`src/rtl/program_loader_pkg.sv`:
```
// Shared parameters for the boot loader slice: operand width from the register file
// and the loader's state encoding, default geometry and frame count width.
package register_file_params;
  localparam int OPERAND_WIDTH = 32;
endpackage

package program_loader_params;
  localparam int DEFAULT_DEPTH      = 128;
  localparam int DEFAULT_ADDR_WIDTH = 7;
  localparam int COUNT_WIDTH        = 16;

  typedef enum logic [2:0] {
    COUNT_LO,
    COUNT_HI,
    PAYLOAD,
    CHECKSUM,
    DONE,
    ERROR
  } loader_state_t;
endpackage

```
`src/rtl/program_loader_word_assembler.sv`:
```
// Collects four stream bytes into a little-endian word; word_valid flags the
// fourth byte combinationally so the caller can register the write one cycle later.
module word_assembler
  import register_file_params::*;
(
  input  logic                     clk,
  input  logic                     rst,
  input  logic                     clear,
  input  logic                     byte_valid,
  input  logic [7:0]               byte_data,
  output logic [OPERAND_WIDTH-1:0] word_data,
  output logic                     word_valid
);
  logic [1:0]               byte_index_reg;
  logic [OPERAND_WIDTH-1:0] shift_reg;

  always_ff @(posedge clk) begin
    if (!rst || clear) begin
      byte_index_reg <= '0;
      shift_reg      <= '0;
    end else if (byte_valid) begin
      byte_index_reg <= byte_index_reg + 2'd1;
      shift_reg      <= {byte_data, shift_reg[OPERAND_WIDTH-1:8]};
    end
  end

  // The incoming fourth byte completes the word without waiting for the shift.
  assign word_data  = {byte_data, shift_reg[OPERAND_WIDTH-1:8]};
  assign word_valid = byte_valid && (byte_index_reg == 2'd3);
endmodule

```
`src/rtl/program_loader.sv`:
```
// Boot-time loader: parses a counted, checksummed byte frame and writes the
// assembled words into the unified RAM while holding the CPU stalled.
module program_loader
  import register_file_params::*;
  import program_loader_params::*;
#(
  parameter int DEPTH      = DEFAULT_DEPTH,
  parameter int ADDR_WIDTH = DEFAULT_ADDR_WIDTH
) (
  input  logic                     clk,
  input  logic                     rst,
  input  logic                     rx_valid,
  input  logic [7:0]               rx_data,
  output logic                     rx_ready,
  output logic                     mem_write_enable,
  output logic [ADDR_WIDTH-1:0]    mem_write_address,
  output logic [OPERAND_WIDTH-1:0] mem_write_data,
  output logic                     cpu_stall,
  output logic                     load_done,
  output logic                     load_error
);
  loader_state_t state_reg, state_next;

  logic [COUNT_WIDTH-1:0]   count_reg;
  logic [COUNT_WIDTH-1:0]   word_index_reg;
  logic [7:0]               sum_reg;
  logic                     we_reg;
  logic [ADDR_WIDTH-1:0]    addr_reg;
  logic [OPERAND_WIDTH-1:0] data_reg;

  logic                     accept;
  logic [COUNT_WIDTH-1:0]   count_full;
  logic [OPERAND_WIDTH-1:0] word_data;
  logic                     word_valid;

  assign accept     = rx_valid && rx_ready;
  assign count_full = {rx_data, count_reg[7:0]};

  word_assembler u_word_assembler (
    .clk        (clk),
    .rst        (rst),
    .clear      (accept && (state_reg == COUNT_HI)),
    .byte_valid (accept && (state_reg == PAYLOAD)),
    .byte_data  (rx_data),
    .word_data  (word_data),
    .word_valid (word_valid)
  );

  always_ff @(posedge clk) begin
    if (!rst) state_reg <= COUNT_LO;
    else      state_reg <= state_next;
  end

  always_comb begin
    state_next = state_reg;
    case (state_reg)
      COUNT_LO: if (accept) state_next = COUNT_HI;
      COUNT_HI: begin
        if (accept) begin
          if (count_full > COUNT_WIDTH'(DEPTH)) state_next = ERROR;
          else if (count_full == '0)            state_next = CHECKSUM;
          else                                  state_next = PAYLOAD;
        end
      end
      PAYLOAD:  if (word_valid && (word_index_reg == count_reg - 16'd1)) state_next = CHECKSUM;
      CHECKSUM: if (accept) state_next = (rx_data == sum_reg) ? DONE : ERROR;
      default:  state_next = state_reg;
    endcase
  end

  always_comb begin
    rx_ready   = (state_reg != DONE) && (state_reg != ERROR);
    cpu_stall  = (state_reg != DONE);
    load_done  = (state_reg == DONE);
    load_error = (state_reg == ERROR);
  end

  always_ff @(posedge clk) begin
    if (!rst) begin
      count_reg      <= '0;
      word_index_reg <= '0;
      sum_reg        <= '0;
      we_reg         <= 1'b0;
      addr_reg       <= '0;
      data_reg       <= '0;
    end else begin
      we_reg <= word_valid;
      if (word_valid) begin
        addr_reg       <= word_index_reg[ADDR_WIDTH-1:0];
        data_reg       <= word_data;
        word_index_reg <= word_index_reg + 16'd1;
      end
      // The checksum byte itself is excluded from the running sum.
      if (accept && (state_reg != CHECKSUM)) sum_reg <= sum_reg + rx_data;
      if (accept && (state_reg == COUNT_LO)) count_reg[7:0]  <= rx_data;
      if (accept && (state_reg == COUNT_HI)) count_reg[15:8] <= rx_data;
    end
  end

  assign mem_write_enable  = we_reg;
  assign mem_write_address = addr_reg;
  assign mem_write_data    = data_reg;
endmodule
```
`config.mk`:
```
export PLATFORM = sky130hd
export DESIGN_NAME = program_loader
export DESIGN_NICKNAME = d
export VERILOG_FILES = /design/src/rtl/program_loader_pkg.sv /design/src/rtl/program_loader_word_assembler.sv /design/src/rtl/program_loader.sv
export SDC_FILE = /design/constraint.sdc
export NUM_CORES = 1
export LEC_CHECK = 0
export CORE_UTILIZATION = 51
export DETAILED_ROUTE_END_ITERATION = 16
export GPL_ROUTABILITY_DRIVEN = 0
export PLACE_DENSITY = 0.76
export RECOVER_POWER = 100
export SKIP_CTS_REPAIR_TIMING = 1
export SLEW_MARGIN = 20
export SYNTH_ARGS = -nofsm -noshare
export SYNTH_HDL_FRONTEND = slang
export SYNTH_HIERARCHICAL = 1
export SYNTH_SLANG_ARGS = --single-unit
```
`constraint.sdc`:
```
create_clock -name clk -period 2.4 [get_ports clk]
set_clock_uncertainty 0.1 [all_clocks]
set_input_delay 0.48 -clock clk [delete_from_list [all_inputs] [get_ports clk]]
set_output_delay 0.48 -clock clk [all_outputs]
set_load 0.02 [all_outputs]
```
Yosys cells after proc, flatten, opt, wreduce, memory -nomap -nowiden. Cells that the tools add are included.

Flip-flop bits (word level): 117. Word-level logic and storage cells: 52. Output and inout port bits: 44.

Add/sub/neg operators: 4. Equality and inequality tests: 15. Reductions and logical operators: 14. Mux-type cells: 8. $lt $le $gt $ge: 1.

Operator list (count): $add A16 B1 Y16 const B (1); $eq A16 B16 Y1 (1); $gt A16 B8 Y1 const B (1); $logic_not A16 Y1 (1); $sub A16 B1 Y16 const B (1); $mux W3 (5); $pmux W3 S4 (1); $add A8 B8 Y8 (1); $eq A8 B8 Y1 (1); $logic_and A1 B1 Y1 (8); $eq A3 B2 Y1 const B (2); $eq A3 B3 Y1 const B (2); $ne A2 B2 Y1 const B (3); $ne A3 B3 Y1 const B (2); $reduce_and A5 Y1 (1); $reduce_bool A4 Y1 (1); $eq A3 B1 Y1 const B (1); $logic_not A3 Y1 (1); $ne A3 B2 Y1 const B (1); $add A2 B1 Y2 const B (1); $eq A2 B2 Y1 const B (1); $mux W1 (2); $ne A2 B1 Y1 const B (1); $logic_not A1 Y1 (1); $logic_or A1 B1 Y1 (1).

Logic depth before layout (Yosys ltp). Gate-level depths: netlist of the first run.

Depth after elaboration: 8. Depth in mapped cells: 13.

Hierarchy. The synthesis of the first run kept the hierarchy.

By module, submodules not included: program_loader (area each 3951.3 um^2, times used 1, cells each 458); word_assembler (area each 1047.3 um^2, times used 1, cells each 95).

Worst setup path after synthesis of the first run. OpenSTA, ideal clock, no wires.

Kind: reg-to-reg. Start: reg state_reg[0]. End: reg word_index_reg[13]. Cell stages (with the launch flop): 13. Setup slack: -245 ps. Arrival: 2474 ps. Period minus slack after synthesis: 2645 ps. Data required time: 2230 ps. Library setup time: 70 ps. Path through: dfxtp_1 > clkbuf_1 > nor2b_1 > nor2b_1 > buf_6 > buf_12 > and2_1 > clkbuf_1 > nand4_1 > or2_2 > clkbuf_1 > or3_1 > a21oi_1.

Cells in the longest elaborated chain, start to end: 5. Elaborated cells between the ends (all ways): 7. Classes of those cells: eq/ne: 3; reduce/logical: 4.

Ends and longest elaborated chain: from (decl) (RTL line program_loader.sv:22) `loader_state_t state_reg, state_next;`; from (signal assigned) (RTL line program_loader.sv:51) `else state_reg <= state_next;`; $ne A3 B3 Y1 (RTL line program_loader.sv:72) `rx_ready = (state_reg != DONE) && (state_reg != ERROR);`; $logic_and A1 B1 Y1 (RTL line program_loader.sv:72); $logic_and A1 B1 Y1 (RTL line program_loader.sv:36) `assign accept = rx_valid && rx_ready;`; $logic_and A1 B1 Y1 * (RTL line program_loader.sv:43) `.byte_valid (accept && (state_reg == PAYLOAD)),`; $logic_and A1 B1 Y1 * (RTL line program_loader_word_assembler.sv:29) `assign word_valid = byte_valid && (byte_index_reg == 2'd3);`; net word_valid (RTL line program_loader.sv:34) `logic word_valid;`; to (signal assigned) (RTL line program_loader.sv:91) `word_index_reg <= word_index_reg + 16'd1;`; to (decl) (RTL line program_loader.sv:25) `logic [COUNT_WIDTH-1:0] word_index_reg;`.

The timed path passes the listed nets; every way through them passes the cells marked *. A chain may end at the register's enable or synchronous reset.

Worst setup path after layout of the first run.
Start: in rx_data[0]. End: reg sum_reg[6].

Cells in the longest elaborated chain, start to end: 1.

Ends and longest elaborated chain: from (decl) (RTL line program_loader.sv:13) `input logic [7:0] rx_data,`; $add A8 B8 Y8 (RTL line program_loader.sv:94) `if (accept && (state_reg != CHECKSUM)) sum_reg <= sum_reg + rx_data;`; to (signal assigned) (RTL line program_loader.sv:94); to (decl) (RTL line program_loader.sv:26) `logic [7:0] sum_reg;`.

No other way between the ends.

==> summary.md, run 1 <==
| Metric | Value |
|---|---|
| Final hold vios | `0` |
| Nets | `639` |
| Mapped Cells | `553` |
| Core area | `around 9400 µm²` |
| Clock Sinks | `109` |
| 1st-iter DRT viols | `158` |
| Unique masters post-synth | `46` |
| Startpoint Class | `input port` |
| Hold WS | `a little under 400 ps` |
| Fill count | `between 700 and 800` |
| Min Clock Period, post-route | `about 2400 ps` |
| Routed vias/inst | `between 5 and 6` |
| Hold crit path type | `register to register` |
| Final Power | `roughly 3.5 mW` |
| Die H | `101 µm` |
| Sequential fraction of the synthesis area | `43.7%` |
| Critical path fanouts, max | `2` |
| Post-route cell area | `between 5000 and 6000 µm²` |
| R2r startpoint | `count_reg[2]$_SDFFE_PN0P_` |
| Fin. max-slew vios | `0` |
| Worst R2R Setup Slack | `about 100 ps` |
| Slew HR | `66.0%` |
| GRT overflow | `0` |
| First-pass GRT wire length | `17.9 mm` |
| Post-route insts no fill | `750` |
| Synth area leaders | `dfxtp_1 44%, mux2i_1 14%, nor2_1 7.0%, xor2_1 4.0%, nand2_1 3.9%` |
| Hold path depth | `2` |
| Yosys top cell by area | `dfxtp_1` |
| Starting Density | `53.3%` |
| Antenna Cells | `0` |
| Worst Setup End Kind | `register` |
| Mapped Area | `~5000 µm²` |
| Reg2reg path depth | `6` |
| HP Start | `count_reg[15]$_SDFFE_PN0P_` |
| Wire per inst | `between 10 and 15 µm` |
| Most common cell in the netlist | `dfxtp_1` |
| Worst Hold End | `count_reg[15]$_SDFFE_PN0P_` |
| Status | `completed` |
| Via count | `around 4000` |
| VDD IR max | `0.332 mV` |
| Largest register FFs | `32` |
| Total CTS buffers | `9` |
| Vias in the first global route | `a little under 4000` |
| DRC | `0` |
| Period utilisation layout | `98.5%` |
| Die area | `between 10000 and 15000 µm²` |
| Site Rows | `35` |
| Top-level port count | `between 50 and 60` |
| Top cell type's share of synthesized area | `43.7%` |
| Max Freq | `about 420 MHz` |
| Max clock buf depth | `2` |
| Final ANT Viol Nets | `0` |
| RSZ-0062 raised after global routing | `true` |
| Synth Register Bits | `109` |
| Clock-pin slew on the worst setup and hold paths | `~110 ps` |
| Buffers added on ports | `54` |
| Post-synth ARST share | `0%` |
| Die width | `just over 100 µm` |
| Pwr/cell area | `578 nW/µm²` |
| Maxcap violations | `0` |
| Finished Core Util | `64.0%` |
| RR Endpoint | `state_reg[0]$_SDFFE_PN0P_` |
| Post-Syn Nets | `around 580` |
| Root Buffer | `clkbuf_8` |
| Kind of critical path | `input port to register` |
| First-pass DRT Iterations | `5` |
| Yosys warns | `6` |
| Syn Area/Cell | `between 9 and 10 µm²` |
| Gr usage total | `22.3%` |
| Placed insts | `approximately 730` |
| Synth top cells by count | `109 x dfxtp_1, 93 x nor2_1, 69 x mux2i_1, 52 x nand2_1, 32 x a21oi_1` |
| Primary FF master, synth | `dfxtp_1` |
| CTS tree | `yes` |
| Final wirelength | `between 10 and 15 mm` |
| Worst EP required | `around 2600 ps` |
| Initial antenna violation count | `0` |
| EDFF count, synth | `0` |
| DPL Wire Length | `between 7 and 8 mm` |
| Placement Cell Area | `5760 µm²` |
| Worst-Margin Slew | `511 ps` |
| Worst path arrival time | `roughly 2600 ps` |
| H-Tree Depth | `3` |
| Worst skew pair latency | `370 ps` |
| Leakage | `~2.2 nW` |
| Layout area overhead | `20.0%` |
| Largest net degree at the start of global routing | `54` |
| Setup Viol. Count Final | `0` |
| Share of layout cells above drive strength 1 | `11.6%` |
-- placed cells by master (no fill, tap or decap), types with 2 or more instances in the layout --
master,count
and2_1,5
inv_6,3
a31oi_1,3
nand3_1,8
clkdlybuf4s50_1,52
inv_1,13
o31ai_1,2
dfxtp_1,106
dfxtp_2,3
o41ai_2,2
clkbuf_8,10
nand2b_1,4
and3_1,3
xor2_1,23
nor4_1,7
clkinv_8,2
o21ai_0,9
o211ai_1,2
ha_1,11
nand4_1,7
or3_1,6
nand3b_1,4
nand2_1,52
buf_4,34
xnor2_1,14
mux2i_1,69
a21oi_1,31
nor4b_1,2
nor3_1,11
nor2_1,93
nor2b_1,2
-- cell type report --
cell class | count | area, µm² | share of cell area [%]
multi-input combinational | 391 | 2570 | 42.8
sequential | 109 | 2190 | 36.4
timing repair buffer | 90 | 822 | 13.7
tap | 129 | 161 | 2.69
clock buffer | 10 | 138 | 2.29
clock inverter | 6 | 66.3 | 1.11
inverter | 15 | 56.3 | 0.938
-- worst max-delay path by stage --
stage | slack, ps | endpoint | cells past startpoint | startpoint
after floorplan | 20 | word_index_reg[13]$_SDFFE_PN0P_ | 12 | state_reg[0]$_SDFFE_PN0P_
after global placement | -410 | sum_reg[6]$_SDFFE_PN0P_ | 10 | rx_data[0]
after detailed placement | -620 | sum_reg[6]$_SDFFE_PN0P_ | 10 | rx_data[0]
after CTS | -240 | sum_reg[6]$_SDFFE_PN0P_ | 10 | rx_data[0]
after global routing | -50 | sum_reg[6]$_SDFFE_PN0P_ | 10 | rx_data[0]
final | 40 | sum_reg[6]$_SDFFE_PN0P_ | 10 | rx_data[0]
-- power breakdown --
group          total (mW)  internal [mW]  switching, mW  leakage, nW
clock network        1.11          0.435          0.679       0.0994
logic               0.473          0.212          0.261         1.19
registers            1.88           1.84         0.0391        0.882
total                3.47           2.49          0.979         2.17
-- worst max-delay path: stages --
cell	delay, ps
clkdlybuf4s50_1	480
ha_1	170
inv_1	60
fa_2	350
nor2b_2	140
o21ai_0	110
a21oi_1	190
o21ai_1	110
a2111oi_2	340
a311o_1	160
-- layer usage --
| layer | global-route usage, % | up-vias | wire, µm |
|---|---|---|---|
| met5 | 0 | - | 0 |
| met4 | 6.24 | 0 | 173 |
| met3 | 4.92 | 18 | 444 |
| met2 | 39.3 | 91 | 5420 |
| met1 | 27.4 | 1919 | 4900 |
| li1 | - | 1986 | - |
-- through the flow --
stage / setup TNS [ps] / setup slack (ps)
detailed placement: -2740 / -623
CTS: -294 / -243
finish: 0 / 35.4
floorplan: 0 / 21.0
global placement: -1200 / -414
global route: -56.6 / -48.0
-- cells by family (layout without fill, tap and decap cells) --
kind of cell	after synthesis	after routing	share of synthesized area (%)
buffers and inverters	53	121	5.91
DFF	109	109	43.7
AOI/OAI and AO/OA	57	57	6.71
muxes	69	69	13.8
and+or+nand+nor	216	216	20.3
adders and majority gates	12	12	3.15
xor gates and xnor gates	37	37	6.48
Note: power is estimated with default switching activity, not from simulation.
==> run 2, diff against run 1 <==
Settings changed: PLACE_DENSITY 0.76 to 0.88.
==> run 2 against run 1 <==
First-iteration DRC count increased by 94%. Global-route usage grew 1.1 points. Hold slack got worse by 2.1 ps. Maximum frequency is 0.29% lower. Sequential share of layout area rose by 0.24 points. Worst setup slack worse by 6.8 ps. Final area decreased by 0.71%. Clock power is 8% higher. Largest power group unchanged.
==> summary.md, run 2 (same netlist as run 1, synthesis figures left out) <==
| Metric | Value |
|---|---|
| Status | `completed` |
| Final Power | `3.56 mW (+2.6%)` |
| Worst EP required | `2600 ps (-20 ps)` |
| Antenna Cells | `0 (unchanged)` |
| Post-route insts no fill | `748 (-0.27%)` |
| 1st-iter DRT viols | `306 (+94%)` |
| Routed vias/inst | `5.53 (+3.3%)` |
| Placed insts | `731 (-0.41%)` |
| Total CTS buffers | `9 (unchanged)` |
| Kind of critical path | `input port to register` |
| Initial antenna violation count | `0 (unchanged)` |
| Dpl ws | `-666 ps (-42.8 ps)` |
| Setup Viol. Count Final | `0 (unchanged)` |
| Worst Slack Setup Final | `28.6 ps (-6.79 ps)` |
| Hold WS | `384 ps (-2.11 ps)` |
| First-pass GRT wire length | `18.8 mm (+5.0%)` |
| Leakage | `2.27 nW (+4.8%)` |
| Critical path fanouts, max | `4 (+2)` |
| Nets | `637 (-0.31%)` |
| Via count | `4135 (+3.0%)` |
| First-pass DRT Iterations | `5 (unchanged)` |
| Hold crit path type | `register to register` |
| Root Buffer | `clkbuf_8` |
| Clock-pin slew on the worst setup and hold paths | `110 ps (about the same)` |
| Site Rows | `35 (unchanged)` |
| Gr usage total | `23.5% (+1.1 points)` |
| Die area | `10200 µm² (unchanged)` |
| H-Tree Depth | `3 (unchanged)` |
| Startpoint Class | `input port` |
| Hold path depth | `2 (unchanged)` |
| Fill count | `736 (-7.7%)` |
| Worst skew pair latency | `370 ps (about the same)` |
| Core area | `9370 µm² (unchanged)` |
| GRT overflow | `0 (unchanged)` |
| Vias in the first global route | `4098 (+4.6%)` |
| Most common cell after layout, fill and taps aside | `dfxtp_1` |
| Wire per inst | `15.6 µm (+7.1%)` |
| Max clock buf depth | `2 (unchanged)` |
| Largest net degree at the start of global routing | `45 (-17%)` |
| Fin. max-slew vios | `0 (unchanged)` |
| Reg2reg path depth | `9 (+3)` |
| Final hold vios | `0 (unchanged)` |
| Commonest cells after routing, fill and taps aside | `107 x dfxtp_1, 93 x nor2_1, 69 x mux2i_1, 52 x nand2_1, 42 x dlygate4sd3_1` |
| Period utilisation layout | `98.8% (+0.28 points)` |
| Finished Core Util | `63.6% (-0.45 points)` |
| DPL Wire Length | `8.08 mm (+3.5%)` |
| Worst Setup End Kind | `register` |
| Die H | `101 µm (unchanged)` |
| Final wirelength | `11.7 mm (+6.8%)` |
| Maxcap violations | `0 (unchanged)` |
| Starting Density | `53.3% (unchanged)` |
| Buffers added on ports | `54 (unchanged)` |
| VDD IR max | `0.453 mV (+37%)` |
| CTS tree | `yes` |
| Die width | `101 µm (unchanged)` |
| Share of layout cells above drive strength 1 | `10.2% (-1.4 points)` |
| Worst-Margin Slew | `682 ps (+172 ps)` |
| DRC | `0 (unchanged)` |
| Max Freq | `422 MHz (-0.29%)` |
| Worst path arrival time | `2570 ps (about the same)` |
| Pwr/cell area | `597 nW/µm² (+3.3%)` |
| Clock Sinks | `109 (unchanged)` |
| Top-level port count | `55 (unchanged)` |
| Largest register FFs | `32 (unchanged)` |
| Min Clock Period, post-route | `2370 ps (+6.79 ps)` |
| Layout area overhead | `19.2%` |
| Slew HR | `54.5% (-11 points)` |
| Final ANT Viol Nets | `0 (unchanged)` |
run 2: changes by cell type in the layout (fill, tap and decap cells not counted), sizes merged:
| cell | delta |
|---|---|
| buf | -11 |
| bufinv | +1 |
| clkbuf | +10 |
| clkdlybuf4s50 | -43 |
| clkinv | -1 |
| dlygate4sd3 | +41 |
| dlymetal6s2s | +1 |
run 2: critical path: stages:
cell             delay (ps)
clkdlybuf4s50_1         440
ha_1                    370
nand3_1                 130
o221ai_2                130
o41ai_2                 400
xor2_1                  130
or3_1                   330
a21oi_1                 170
run 2: stage by stage:
step / instance area (µm²) / setup TNS (ps)
after floorplan: 5030 / 0
after global placement: 5720 / -1060
after detailed placement: 5720 / -3250
after CTS: 5940 / -390
after global routing: 5960 / -115
final: 5960 / 0
run 2: final timing paths:
kind / to / slack [ps] / startpoint
worst min-delay path: count_reg[15]$_SDFFE_PN0P_ / 380 / count_reg[15]$_SDFFE_PN0P_
worst max-delay path: sum_reg[7]$_SDFFE_PN0P_ / 30 / rx_data[3]
worst min register to register: count_reg[15]$_SDFFE_PN0P_ / 380 / count_reg[15]$_SDFFE_PN0P_
worst max register to register: sum_reg[6]$_SDFFE_PN0P_ / 70 / sum_reg[0]$_SDFFE_PN0P_
run 2: power breakdown:
group          switching (mW)  leakage (nW)  internal (mW)
registers              0.0407         0.882           1.84
clock network           0.662         0.110          0.538
logic                   0.272          1.28          0.204
run 2: layout make-up:
cell class / count / area (µm²) / share of cell area [%]
multi-input combinational: 391 / 2570 / 43.1
sequential: 109 / 2180 / 36.7
timing repair buffer: 88 / 764 / 12.8
tap: 129 / 161 / 2.71
clock buffer: 10 / 138 / 2.31
clock inverter: 6 / 85.1 / 1.43
inverter: 15 / 56.3 / 0.945
run 2: routing by layer:
| metal | global-route usage [%] | share of wire, % | vias to the layer above |
|---|---|---|---|
| met5 | 0 | 0 | - |
| met4 | 9.25 | 2.8 | 0 |
| met3 | 5.13 | 6.2 | 35 |
| met2 | 40.8 | 50 | 167 |
| met1 | 28.2 | 41 | 1941 |
| li1 | - | - | 1992 |
==> run 3, diff against run 2 <==
Settings changed: CTS_CLUSTER_SIZE set to 30.
==> results of run 3 <==
The final DEF is identical to that of run 2; final timing and power are the same.
